`src/rtl/sll_pkg.sv`:
```
// Shared types and defaults for the iterative logical left shifter.
package sll_pkg;

  localparam int unsigned SLL_WIDTH   = 32;
  localparam int unsigned SLL_SHAMT_W = 5;

  typedef enum logic [1:0] {
    StIdle,
    StShift,
    StDone
  } sll_state_e;

  // Stage k applies the binary distance 2^(shamt_w-1-k), MSB stage first.
  function automatic int unsigned stage_dist(input int unsigned shamt_w, input int unsigned k);
    return 32'd1 << (shamt_w - 1 - k);
  endfunction

endpackage

```
`src/rtl/sll_stage.sv`:
```
// One binary shift stage: shifts the working word by the stage distance when enabled and
// flags any 1 bit pushed out of the top.
module sll_stage
  import sll_pkg::*;
#(
  parameter int unsigned WIDTH   = SLL_WIDTH,
  parameter int unsigned SHAMT_W = SLL_SHAMT_W
) (
  input  logic [WIDTH-1:0]   work_i,
  input  logic [SHAMT_W-1:0] stage_i,
  input  logic               enable_i,
  output logic [WIDTH-1:0]   shifted_o,
  output logic               spill_o
);

  always_comb begin
    shifted_o = work_i;
    spill_o   = 1'b0;
    if (enable_i) begin
      for (int k = 0; k < SHAMT_W; k++) begin
        if (stage_i == SHAMT_W'(k)) begin
          shifted_o = work_i << stage_dist(SHAMT_W, k);
          // Top s bits of the word are the ones that fall off
          spill_o   = |(work_i >> (WIDTH - stage_dist(SHAMT_W, k)));
        end
      end
    end
  end

endmodule

```
`src/rtl/sll_seq.sv`:
```
// Iterative logical left shifter, one binary stage per clock, start/ready handshake.
// Define SLL_EARLY_DONE_EN to complete as soon as the remaining shift-amount bits are zero.
module sll_seq
  import sll_pkg::*;
#(
  parameter int unsigned WIDTH   = SLL_WIDTH,
  parameter int unsigned SHAMT_W = SLL_SHAMT_W
) (
  input  logic               clock,
  input  logic               reset,
  input  logic               ctrl_shift,
  input  logic [WIDTH-1:0]   operand,
  input  logic [SHAMT_W-1:0] shift_amt,
  output logic [WIDTH-1:0]   result,
  output logic               result_rdy,
  output logic               lost,
  output logic               busy
);

  sll_state_e         state_q;
  logic [WIDTH-1:0]   work_q;
  logic [SHAMT_W-1:0] amt_q;
  logic [SHAMT_W-1:0] stage_q;
  logic               lost_acc_q;
  logic [WIDTH-1:0]   result_q;
  logic               lost_q;
  logic               result_rdy_q;
  logic               busy_q;

  logic [WIDTH-1:0]   stage_out;
  logic               stage_spill;
  logic               stage_en;
  logic               finish;

  // Select this stage's amount bit and decide whether this edge completes the operation
  always_comb begin
    stage_en = 1'b0;
    finish   = 1'b0;
    for (int k = 0; k < SHAMT_W; k++) begin
      if (stage_q == SHAMT_W'(k)) begin
        stage_en = amt_q[SHAMT_W-1-k];
`ifdef SLL_EARLY_DONE_EN
        finish   = (k == SHAMT_W - 1) ||
                   ((amt_q & SHAMT_W'(stage_dist(SHAMT_W, k) - 1)) == '0);
`else
        finish   = (k == SHAMT_W - 1);
`endif
      end
    end
  end

  sll_stage #(
    .WIDTH  (WIDTH),
    .SHAMT_W(SHAMT_W)
  ) u_stage (
    .work_i   (work_q),
    .stage_i  (stage_q),
    .enable_i (stage_en),
    .shifted_o(stage_out),
    .spill_o  (stage_spill)
  );

  always_ff @(posedge clock or posedge reset) begin
    if (reset) begin
      state_q      <= StIdle;
      work_q       <= '0;
      amt_q        <= '0;
      stage_q      <= '0;
      lost_acc_q   <= 1'b0;
      result_q     <= '0;
      lost_q       <= 1'b0;
      result_rdy_q <= 1'b0;
      busy_q       <= 1'b0;
    end else begin
      unique case (state_q)
        StIdle, StDone: begin
          result_rdy_q <= 1'b0;
          busy_q       <= 1'b0;
          state_q      <= StIdle;
          if (ctrl_shift) begin
            work_q     <= operand;
            amt_q      <= shift_amt;
            lost_acc_q <= 1'b0;
            stage_q    <= '0;
            state_q    <= StShift;
            busy_q     <= 1'b1;
`ifdef SLL_EARLY_DONE_EN
            if (shift_amt == '0) begin
              result_q     <= operand;
              lost_q       <= 1'b0;
              state_q      <= StDone;
              result_rdy_q <= 1'b1;
              busy_q       <= 1'b0;
            end
`endif
          end
        end
        StShift: begin
          work_q     <= stage_out;
          lost_acc_q <= lost_acc_q | stage_spill;
          stage_q    <= stage_q + 1'b1;
          if (finish) begin
            result_q     <= stage_out;
            lost_q       <= lost_acc_q | stage_spill;
            state_q      <= StDone;
            result_rdy_q <= 1'b1;
            busy_q       <= 1'b0;
          end
        end
        default: state_q <= StIdle;
      endcase
    end
  end

  assign result     = result_q;
  assign lost       = lost_q;
  assign result_rdy = result_rdy_q;
  assign busy       = busy_q;

endmodule

```
`config.mk`:
```
export PLATFORM = sky130hd
export DESIGN_NAME = sll_seq
export DESIGN_NICKNAME = d
export VERILOG_FILES = /design/src/rtl/sll_pkg.sv /design/src/rtl/sll_stage.sv /design/src/rtl/sll_seq.sv
export SDC_FILE = /design/constraint.sdc
export NUM_CORES = 1
export LEC_CHECK = 0
export ABC_CLOCK_PERIOD_IN_PS = 4700
export BUFFER_PORTS_ARGS = -buffer_cell sky130_fd_sc_hd__buf_2
export CORE_MARGIN = 4
export CORE_UTILIZATION = 35
export DETAILED_ROUTE_END_ITERATION = 16
export PLACE_DENSITY = 0.56
export SLEW_MARGIN = 20
export SYNTH_ARGS = -nofsm -noshare
export SYNTH_HDL_FRONTEND = slang
export SYNTH_SLANG_ARGS = --single-unit
```
`constraint.sdc`:
```
create_clock -name clock -period 4.7 [get_ports clock]
set_input_delay 0.94 -clock clock [delete_from_list [all_inputs] [get_ports clock]]
set_output_delay 0.94 -clock clock [all_outputs]
set_load 0.01 [all_outputs]
```
Word level (Yosys, flattened, before mapping)
Index checks and enable logic that the tools add are counted.
{"block": "word_totals", "output_inout_bits": 35, "inputBits": 40, "regBits": 80, "word_cells": 63}
{"block": "classes", "n_reduce_logical": 12, "eq_ne": 8, "n_bitwise": 1, "add_sub_neg": 1, "n_mux": 32}
{"op": "$mux W32", "n": 7}
{"op": "$pmux W32 S2", "n": 1}
{"op": "$mux W1", "n": 17}
{"op": "$reduce_or A16 Y1", "n": 1}
{"op": "$eq A5 B2 Y1 const B", "n": 2}
{"op": "$pmux W5 S2", "n": 1}
{"op": "$reduce_and A2 Y1", "n": 4}
{"op": "$reduce_or A8 Y1", "n": 1}
{"op": "$pmux W1 S2", "n": 3}
{"op": "$add A5 B1 Y5 const B", "n": 1}
{"op": "$eq A5 B1 Y1 const B", "n": 1}
{"op": "$eq A5 B3 Y1 const B", "n": 1}
{"op": "$logic_not A5 Y1", "n": 1}
{"op": "$mux W5", "n": 1}
{"op": "$ne A2 B2 Y1 const B", "n": 2}
{"op": "$pmux W2 S2", "n": 1}
{"op": "$reduce_or A2 Y1", "n": 2}
{"op": "$reduce_or A4 Y1", "n": 1}
{"op": "$eq A2 B1 Y1 const B", "n": 1}
{"op": "$eq A2 B2 Y1 const B", "n": 1}
{"op": "$logic_not A2 Y1", "n": 1}
{"op": "$mux W2", "n": 1}
{"op": "$reduce_bool A2 Y1", "n": 1}
{"op": "$or A1 B1 Y1", "n": 1}

Depth between registers and ports, before layout
{"block": "logic_depth", "ltp_word": 9, "mapped_depth": 10, "mapped_depth_nobuf": 8}

Hierarchy
A second synthesis with hierarchy kept.
{"block": "unflattened", "cells_unflattened": 525, "area_unflattened_um2": 4972.3}
{"module": "sll_seq", "area_each_um2": 3455.8, "n_inst": 1, "seq_area_each_um2": 2001.9, "cells_per_inst": 288}
{"module": "sll_stage", "area_each_um2": 1516.5, "n_inst": 1, "seq_area_each_um2": 0.0, "cells_per_inst": 237}

Worst setup path before layout
OpenSTA, ideal clock, no wires.
{"block": "synth_path", "kind": "register -> register", "from": "reg stage_q[0]", "to": "reg work_q[8]", "path_slack_ps": 2258, "period_less_slack_ps": 2442, "setup_ps": 123, "n_path_buf": 3, "required_ps": 4577, "path_stages_with_launch": 10, "arrival_time_ps": 2319, "path_cell_list": "dfrtp_1 inv_1 ha_1 buf_2 or4b_4 buf_6 a2111oi_4 nor2_2 buf_6 o221a_1"}
{"block": "synth_via", "elab_chain_cells": 8, "word_cells_on_any_way": 17, "cone_classes": "eq/ne (4); mux (12); reduce/logical (1)"}
{"item": "start: declaration", "line": "sll_seq.sv:23", "source": "logic [SHAMT_W-1:0] stage_q;"}
{"item": "start signal: assignment", "line": "sll_seq.sv:101", "source": "stage_q <= stage_q + 1'b1;"}
{"item": "$logic_not A5 Y1", "line": "sll_stage.sv:21, sll_seq.sv:40"}
{"item": "$mux W32 / $mux W1 (equally long branches) (5 in a row)", "line": "sll_stage.sv:21, sll_seq.sv:40"}
{"item": "$mux W32 (*)", "line": "sll_stage.sv:19", "source": "if (enable_i) begin"}
{"item": "$pmux W32 S2 (*)", "line": "sll_seq.sv:75", "source": "unique case (state_q)"}
{"item": "end signal: assignment", "line": "sll_seq.sv:81", "source": "work_q <= operand;"}
{"item": "end signal: assignment", "line": "sll_seq.sv:99", "source": "work_q <= stage_out;"}
{"item": "end: declaration", "line": "sll_seq.sv:21", "source": "logic [WIDTH-1:0] work_q;"}
Mark *: on every way between the ends. The rest lies on a longest branch, timed or not.
A chain may end at the register's enable or synchronous reset.

Worst setup path after layout
{"block": "layout_path", "from": "reg stage_q[0]", "to": "reg work_q[15]"}
Same word-level chain as after synthesis.

==> results.md <==
* Number of routed nets with antenna violations at 0
* Startpoint types: register
* Hold endpoint: result[0]
* Static leakage at approximately 2.5 nW
* Drt pass-1 iters at 5
* PortBufs at 74
* Setup tns final at 0 ns
* Vias/cell at approximately 6.4
* Max_cap viols at 0
* Layout cell share with drive strength beyond 1 at 19.32%
* Post-CTS sizing at 0
* IO Count at 75
* FF-to-FF setup slack at roughly 1.3 ns
* Number of flops mapped to enable cells by yosys at 0
* Wire length of the first global-routing pass at 31620 um
* Yosys warns at 0
* Crit Path Class: reg -> reg
* H-tree levels at 3
* Max-slew headroom at ~22%
* Pin count of the biggest net entering global routing at 64
* Worst-Skew Late Latency at about 0.36 ns
* Die area at about 0.017 mm2
* Largest fanout on the critical path at 23
* Worst setup EP type: register
* Root Buffer: clkbuf_16
* Register-to-Register Path Depth at 8
* Syn Std Cell Area at around 0.0053 mm2
* Final period utilization at between 70% and 80%
* Largest area contributor in the netlist: dfrtp_1
* Cell variety after synth at 66
* Antenna violations before repair at 0
* Post-CTS setup buffer count at 0
* RSZ-0062 raised after global routing: no
* Min-delay src: result[0]
* Hold violation count in the final report at 0
* Outcome: finished, final reports clean
* Vias in the first global route at ~5.4k
* Most common cell in the netlist: nand2_1
* Number of remaining DRC errors at 0
* Arr. time, crit path at ~3.6 ns
* Starting Density at a little over a third
* GRT Total Usage at between 20 and 25%
* Avg WL per Cell at roughly 23 um
* Shortest period the worst path allows at 3.361 ns
* TritonCTS clock tree: yes
* Clk_skew at roughly 0.010 ns
* # diodes at 0
* P per Cell Area at ~930 mW/mm2
* Worst r2r src: stage_q[0]
* Synth Register Bits at 80
* Drt total wl at between 15000 and 20000 um
* # hold bufs at CTS at 0
* Die width at ~130 um
* Slew @ Worst Pin at approximately 1.2 ns
* CTS Sinks at 80
* Worst Hold Depth at 2
* VDD IR max at roughly 0.29 mV
* Longest Clk Path Bufs at 2
* Worst-path clk slew at about 0.060 ns
* Area grow syn2layout at 14.09%
* Asr flop ratio synth at 100.0%
* Final Util at roughly two fifths
* DR vias at between 5k and 6k
* Min-Delay Path Class: reg -> reg
* Die height at 131.6 um
* Share of the yosys chip area belonging to registers at between 30% and 40%
* Post-synth top area share at about 37%
* Worst r2r dst: work_q[15]
* Nets@finish at between 700 and 800
* Synth cell count leaders: nand2_1 (94), dfrtp_1 (80), o21ai_0 (51)
* Top post-synthesis cells by area: dfrtp_1 (37%), nand2_1 (6.6%), o21ai_0 (4.8%)
* Fillers at between 1.5k and 2k
* Total gr overflow at 0
* Gpl congestion at roughly 0.93
* Syn Inst Count at approximately 640
* Syn Nets at 679
* Fmax at between 0.2 and 0.3 GHz
* Critical Path RT at 4.90 ns
* Post-DP HPWL at 13130 um
* Top FF cell, synth: dfrtp_1
* Initial drt markers at between 500 and 600
* Rows at 44
* Final setup viols at 0
* CTS Buf Count at 9
* Max-slew violation count at 0
* Syn avg cell area at around 8.4 um2
* Core area at approximately 0.015 mm2
[where the power goes]
group | switching (mW) | leakage (nW) | internal [mW]
registers | 0.542 | 0.970 | 1.03
clock network | 0.313 | 0.147 | 0.417
logic | 2.10 | 1.34 | 1.28
[layout make-up]
type	count	area, um2	share of cell area (%)
Inverter	15	57.56	0.9436
Tap cell	184	230.2	3.774
Clock inverter	7	77.57	1.272
Timing Repair Buffer	91	498.0	8.164
Sequential cell	80	2002	32.82
Multi-Input combinational cell	471	3009	49.33
Clock buffer	9	225.2	3.692
[cells by family (layout without fill, tap and decap cells)]
| group | count (synthesis) | count (layout) | synth area share [%] |
|---|---|---|---|
| AO/OA/AOI/OAI | 250 | 250 | 34.14 |
| AND/OR/NAND/NOR | 205 | 205 | 18.47 |
| buffers and inverters | 84 | 122 | 6.763 |
| flip-flops | 80 | 80 | 37.44 |
| multiplexers | 12 | 12 | 2.247 |
| adder cells (fa/ha/maj) | 4 | 4 | 0.9361 |
[layout by cell type (no fill, tap or decap), types with 6 or more instances in the layout]
master,n
nor4_1,8
nor2b_1,6
o22ai_1,13
o21ai_0,51
a41oi_1,9
buf_4,17
inv_1,13
a21oi_1,30
a221oi_1,8
a211oi_1,12
o221ai_1,18
a22o_1,6
o31ai_1,20
nand2b_1,10
a32oi_1,11
nand4_1,6
a22oi_1,12
nand3_1,15
nor2_1,30
o211ai_1,17
clkbuf_16,9
buf_2,74
nand2_1,93
o221a_2,6
mux2i_1,12
dfrtp_1,80
and2_1,12
[through the flow]
stage / setup slack (ns) / hold WS (ns) / instances / area (um2) / total power, mW
5_1_grt: 1.137 / 0.5164 / 857 / 6100 / 6.096
4_1_cts: 1.430 / 0.4773 / 857 / 6100 / 5.635
2_1_floorplan: 1.708 / 0.4379 / 635 / 5346 / 3.803
3_5_place_dp: 1.459 / 0.4634 / 841 / 5797 / 4.889
6_report: 1.339 / 0.4717 / 857 / 6100 / 5.691
3_3_place_gp: 1.567 / 0.4595 / 841 / 5797 / 4.859
[how the worst max path moves through the flow]
stage	start	to	slack, ns
2_1_floorplan	reset	amt_q[0]	1.71
3_3_place_gp	stage_q[0]	work_q[2]	1.57
3_5_place_dp	stage_q[0]	work_q[15]	1.46
4_1_cts	stage_q[1]	work_q[26]	1.43
5_1_grt	stage_q[0]	result[23]	1.14
6_report	stage_q[0]	work_q[15]	1.34
[critical path, cell delays in order, from the launching register on]
cell and delay [ns]:
dfrtp_1 0.43, inv_1 0.11, ha_1 0.40, nand2_1 0.56, and2_1 0.37, o221a_2 0.36
o21ai_1 0.46, buf_4 0.35, o221ai_1 0.14
[state kept, by name, summed over array words and instances, names as in the netlist]
register    cells
stage_q         5
result_rdy      1
lost            1
work_q         32
amt_q           5
state_q         2
busy            1
result         32
lost_acc_q      1
[routing by layer]
layer  vias up  track usage (%)  wire length [um]
li1       2484                -                 -
met1      2702            32.69              8942
met2       292            34.61              8646
met3        25            4.396              1653
met4         0            6.418               337
met5         -                0                 0
Note: power is estimated with default switching activity, not from simulation.
